## src/rtl/fifo_rd_ctrl.sv

```systemverilog
// Read-side controller of an async FIFO: read pointer, memory address, empty/level status.
// Latency: rd_addr combinational from the pointer register; status, rptr_gray, rd_valid one edge after rd_fire.
// Backpressure: a read is accepted only while empty=0; a read while empty is dropped and flagged on underflow.
module fifo_rd_ctrl #(
  parameter int unsigned DEPTH     = 8,
  parameter int unsigned ADDR_W    = $clog2(DEPTH),
  parameter int unsigned PTR_W     = ADDR_W + 1,
  parameter int unsigned AE_THRESH = 2
) (
  input  logic              clk,
  input  logic              rst_n,
  input  logic              rd_en,
  input  logic [PTR_W-1:0]  wptr_gray_sync,
  output logic [ADDR_W-1:0] rd_addr,
  output logic [PTR_W-1:0]  rptr_gray,
  output logic              empty,
  output logic              almost_empty,
  output logic [PTR_W-1:0]  rd_level,
  output logic              rd_valid,
  output logic              underflow
);

  logic [PTR_W-1:0] rbin_q, rbin_d;
  logic [PTR_W-1:0] rgray_q, rgray_d;
  logic [PTR_W-1:0] level_q, level_d;
  logic [PTR_W-1:0] wbin;
  logic             empty_q, empty_d;
  logic             ae_q, ae_d;
  logic             valid_q, under_q;
  logic             rd_fire;

  // The empty flag gates every read, so a read can never overtake the writer.
  assign rd_fire = rd_en & ~empty_q;

  // Decode the synchronised write pointer: each binary bit is the XOR of all Gray bits at or above it.
  always_comb begin
    wbin = '0;
    for (int i = 0; i < int'(PTR_W); i++) begin
      wbin[i] = ^(wptr_gray_sync >> i);
    end
  end

  // Next pointer and status, all computed from the post-read pointer so empty asserts on the last read's edge.
  always_comb begin
    rbin_d  = rbin_q + {{(PTR_W-1){1'b0}}, rd_fire};
    rgray_d = rbin_d ^ (rbin_d >> 1);
    empty_d = (rgray_d == wptr_gray_sync);
    level_d = wbin - rbin_d;
    ae_d    = (level_d <= PTR_W'(AE_THRESH));
  end

  // State registers; reset leaves the FIFO looking empty with no pending read or underflow.
  always_ff @(posedge clk or negedge rst_n) begin
    if (!rst_n) begin
      rbin_q  <= '0;
      rgray_q <= '0;
      empty_q <= 1'b1;
      ae_q    <= 1'b1;
      level_q <= '0;
      valid_q <= 1'b0;
      under_q <= 1'b0;
    end else begin
      rbin_q  <= rbin_d;
      rgray_q <= rgray_d;
      empty_q <= empty_d;
      ae_q    <= ae_d;
      level_q <= level_d;
      valid_q <= rd_fire;
      under_q <= rd_en & empty_q;
    end
  end

  // rptr_gray leaves straight from a flop so the crossing never sees combinational glitches.
  assign rd_addr      = rbin_q[ADDR_W-1:0];
  assign rptr_gray    = rgray_q;
  assign empty        = empty_q;
  assign almost_empty = ae_q;
  assign rd_level     = level_q;
  assign rd_valid     = valid_q;
  assign underflow    = under_q;

endmodule
```

## config.mk

```make
export PLATFORM = sky130hd
export DESIGN_NAME = fifo_rd_ctrl
export DESIGN_NICKNAME = d
export VERILOG_FILES = /design/src/rtl/fifo_rd_ctrl.sv
export SDC_FILE = /design/constraint.sdc
export NUM_CORES = 1
export LEC_CHECK = 0
export BUFFER_PORTS_ARGS = -buffer_cell sky130_fd_sc_hd__buf_2
export CAP_MARGIN = 20
export CORE_ASPECT_RATIO = 1.1
export CORE_UTILIZATION = 48
export CTS_CLUSTER_SIZE = 30
export DETAILED_ROUTE_END_ITERATION = 12
export PLACE_DENSITY = 0.75
export SLEW_MARGIN = 0
export SYNTH_ARGS = -nofsm -noshare
export SYNTH_HDL_FRONTEND = slang
export SYNTH_SLANG_ARGS = --single-unit
```

## constraint.sdc

```tcl
create_clock -name clk -period 2.65 [get_ports clk]
set_clock_uncertainty 0.15 [all_clocks]
set_input_delay 0 -clock clk [delete_from_list [all_inputs] [get_ports clk]]
set_output_delay 0 -clock clk [all_outputs]
set_load 0.01 [all_outputs]
```

# --- Yosys cells after proc, flatten, opt, wreduce, memory -nomap -nowiden ---
# Cells that the tools add are included.
totals:
  out_inout_bits: 15
  inputBits: 7
  regBits: 16
  elab_cells: 19
op_classes:
  magnitude_cmp: 1
  n_reduce_logical: 4
  n_addsub: 2
  n_bitwise: 4
  eq_ne: 1
op_table:
  columns: ["operator", "n"]
  rows:
  - ["parity 4 bit", 4]
  - ["adder 4 x 1 -> 4 bit", 1]
  - ["equality test 4 bit", 1]
  - ["<= comparator 4 x 2 -> 1 bit, second input constant", 1]
  - ["subtractor 4 bit", 1]
  - ["bitwise XOR 4 x 3 -> 4 bit", 1]
  - ["AND 1 bit", 2]
  - ["inverter 1 bit", 1]

# --- Logic depth before layout (Yosys ltp) ---
logic_depth:
  depth_word: 5
  ltp_mapped: 9
  mapped_depth_nobuf: 9

# --- Worst setup path before layout ---
# No wires, ideal clock.
synth_timing:
  path_type: "register to register"
  start: "register empty_q, in the netlist empty"
  end: "register ae_q, in the netlist almost_empty"
  path_stages_with_launch: 10
  arrival_time_ns: 2.188
  t_required_ns: 2.419
  setup_time_ns: 0.081
  period_less_slack_ns: 2.419
  path_slack_ns: 0.231
  path_buffers: 0
  cell_sequence: "dfstp_2 > nor2b_1 > ha_1 > ha_1 > xnor2_1 > ha_1 > a21bo_2 > o221ai_2 > xnor2_1 > a211oi_2"
synth_via:
  elab_chain_cells: 5
synth_rtl:
  columns: ["element", "line", "rtl"]
  rows:
  - ["from (decl)", "27", "logic empty_q, empty_d;"]
  - ["from (signal assigned)", "65", "empty_q <= empty_d;"]
  - ["inverter 1 bit", "33", "assign rd_fire = rd_en & ~empty_q;"]
  - ["AND 1 bit", "33", null]
  - ["via rd_fire", "30", "logic rd_fire;"]
  - ["adder 4 x 1 -> 4 bit", "45", "rbin_d = rbin_q + {{(PTR_W-1){1'b0}}, rd_fire};"]
  - ["subtractor 4 bit", "48", "level_d = wbin - rbin_d;"]
  - ["via level_d[3]", "25", "logic [PTR_W-1:0] level_q, level_d;"]
  - ["<= comparator 4 x 2 -> 1 bit", "49", "ae_d = (level_d <= PTR_W'(AE_THRESH));"]
  - ["via ae_d", "28", "logic ae_q, ae_d;"]
  - ["to (signal assigned)", "58", "ae_q <= 1'b1;"]
  - ["to (signal assigned)", "66", "ae_q <= ae_d;"]
  - ["to (decl)", "28", null]
# The timed path passes the listed nets, and every way through them passes these cells.

# --- Worst setup path in the final report ---
# Ends and elaborated chain as after synthesis.

==> impl_metrics.json <==
{
  "status": "finished, final reports clean",
  "finalWorstPathRequiredPeriod_ns": 2.50,
  "dieHeight_um": 42.7,
  "p_sw_w": 0.000509,
  "final_global_route_overflow_total": 0,
  "clockBufferDepth": 2,
  "top_level_ports": 22,
  "post-route-cell-area_um2": 938,
  "initial_util": 0.524,
  "cts-htree-levels": 1,
  "startpoint_type": "register",
  "clock_insertion_delay_worst_skew_ns": 0.28,
  "yosys.area_share.simple": 0.0535,
  "synthXorXnorAreaFrac": 0.226,
  "timing_max_transition_violations_final": 0,
  "p_clk_frac": 0.096,
  "layout.cells.most_common": "buf_2",
  "setup_bufs_post_cts": 0,
  "ratio_of_total_power_to_cell_area_nw_per_um2": 1360,
  "synth_top_cell_by_area": "dfrtp_1",
  "routed-via-count": 506,
  "critPathCaptureType": "register",
  "worst-setup-path-type": "reg -> reg",
  "synth-warning-count": 0,
  "portBuffers": 21,
  "switching_fraction": 0.399,
  "combinationalPowerShare": 0.598,
  "critical_path.slowest_cell": "dfstp_2",
  "synth-seq-cells": 15,
  "max_freq_mhz": 400,
  "maxSlewHeadroom": 0.641,
  "antenna_left": 0,
  "critical_path.top_delay_family": "adder cells",
  "max_cap_viol_count": 0,
  "critical_path.n_buffers_inverters": 0,
  "timing.critical_path.required_ns": 2.70,
  "cpPeakStageDelay_ns": 0.55,
  "synth_cells": 55,
  "leakage_nw": 0.466,
  "syn-mean-instance-area_um2": 13.2,
  "gpl.final_weighted_congestion": 0.681,
  "ff2ff_setup_slack_ns": 0.15,
  "synth_fp_nets": 67,
  "synth_largest_type_area_fraction": 0.449,
  "die-area_um2": 1670,
  "antenna_cells_inserted": 0,
  "post_synth_main_area_contributors": "dfrtp_1, xnor2_1, xor2_1",
  "cp_max_fo": 3,
  "initialDrtViolationCount": 1,
  "worst_setup_hold_path_clk_slew_ns": 0.08,
  "p_seq_frac": 0.305,
  "fill_count": 109,
  "worst_slew_pin_slew_ns": 0.537,
  "vdd.ir_drop.worst_mv": 0.681,
  "hold_slack_ns": 0.0505,
  "worstPathCellList": "nor2b_1 -> ha_1 -> ha_1 -> xnor2_1 -> ha_1 -> a21bo_2 -> o221ai_2 -> xnor2_1 -> a211oi_2",
  "critical_path_depth": 9,
  "post_dp_cell_area_um2": 861,
  "layout-drive-gt1-share": 0.384,
  "dp_hpwl_um": 895,
  "arrival_ns": 2.55,
  "synth_sequential_area_ratio": 0.522,
  "largest_family_of_logic_cells_by_synthesized_area": "XOR/XNOR gates",
  "grt_pass1_wl_mm": 2.01,
  "cts_resized": 0,
  "width_of_the_die_um": 39.0,
  "synth_cell_type_count": 20,
  "cts-root-buf": "clkbuf_4",
  "hold_path_class": "in -> reg",
  "layout_worst_path_cycle_share": 0.943,
  "area_delta_synth_final_pct": 29.5,
  "detail_route.first_pass.iterations": 3,
  "fin_tns_setup_ns": 0,
  "layout.core_utilization": 0.678,
  "synth-compound-area-share": 0.0725,
  "grt_setup_unrepaired": "no",
  "numClockSinks": 15,
  "numCtsBuffers": 3,
  "design.final.nets": 99,
  "hold_path_depth": 4,
  "worst_reg_to_reg_cells": 9,
  "finalHoldViolCount": 0,
  "route.detailed.wl_per_inst_um": 11.1,
  "cp_common_cell": "ha_1",
  "yosys-mux-area-fraction": 0.0138,
  "post_drt_via_cell_ratio": 4.96,
  "setup_viol": 0,
  "routed_wl_mm": 1.14,
  "initial_antenna_violation_count": 0,
  "mostFrequentLayoutCells": "buf_2, dfrtp_1, xnor2_1, xor2_1",
  "cts_tree": "built",
  "intPower_w": 0.000767,
  "detail_route.drc_violations": 0,
  "design.core.area_um2": 1380,
  "groute.usage.overall": 0.182,
  "grt_start_max_net_pins": 14,
  "syn-cell-area_um2": 724,
  "yosys.area_share.adder": 0.0864,
  "grt_pass1_vias": 496,
  "rows": 14,
  "cts_hold_buffers": 5
}
## synthesized netlist by cell type
cell type and number:
a211oi_2 1, nor2_1 1, xnor2_1 8, mux2i_1 1
a21bo_2 1, inv_1 4, and2_1 2, xnor3_2 1
dfrtp_1 13, dfstp_2 2, nor2b_1 1, nand2b_1 1
a21boi_0 1, xor2_1 8, ha_1 5, o21bai_1 1
nand3_1 1, o221ai_2 1, clkbuf_1 1, nor3_1 1
## logic make-up after synthesis
family / after synthesis
compound gates: 5
xor+xnor: 17
mux: 1
simple gates: 7
flops: 15
buf+inv: 5
fa+ha+maj: 5
## area by class of cell
cell class	instances	area [um2]	share of cell area
clock buffer	3	22.5	0.0240
multi-input combinational	35	328	0.349
inverter	4	15.0	0.0160
tap	16	20.0	0.0213
clock inverter	1	5.00	0.00533
sequential	15	378	0.403
timing repair buffer	28	170	0.181
## sequential cells by signal, summed over array words and instances (netlist names)
signal / flops
rbin_q: 4
rd_level: 4
rptr_gray: 3
almost_empty: 1
empty: 1
rd_valid: 1
underflow: 1
## per-stage QoR
| stage | setup slack, ns | power (W) | std cells |
|---|---|---|---|
| after global routing | 0.0215 | 0.00139 | 102 |
| final | 0.151 | 0.00128 | 102 |
| after floorplan | 0.231 | 0.000929 | 55 |
| after CTS | 0.127 | 0.00129 | 102 |
| after detailed placement | 0.165 | 0.00115 | 93 |
| after global placement | 0.211 | 0.00115 | 93 |
## routing by layer
metal	global-route usage	vias up	part of all wire
met5	0	-	0
met4	0.103	0	0.023
met3	0.0471	4	0.047
met2	0.290	17	0.50
met1	0.213	241	0.43
li1	-	244	-
## tightest hold or removal path, cell delays in order
cell	delay, ns
buf_2	0.10
xor2_1	0.14
ha_1	0.14
inv_1	0.05
## path summary, 6_finish.rpt
path                                   start            to
min reg2reg                            empty     underflow
min                        wptr_gray_sync[0]   rd_level[0]
max reg2reg                            empty  almost_empty
min in group asynchronous              rst_n         empty
max                                    empty  almost_empty
max in group asynchronous              rst_n  rptr_gray[2]
## power by group through the flow
stage / clock network [W] / logic, W / registers [W]
3_3_place_gp: 0 / 0.000755 / 0.000393
3_5_place_dp: 0 / 0.000759 / 0.000395
5_1_grt: 0.000137 / 0.000847 / 0.000407
4_1_cts: 0.000126 / 0.000773 / 0.000391
6_report: 0.000123 / 0.000763 / 0.000390
2_1_floorplan: 0 / 0.000481 / 0.000447
Note: power is estimated with default switching activity, not from simulation.
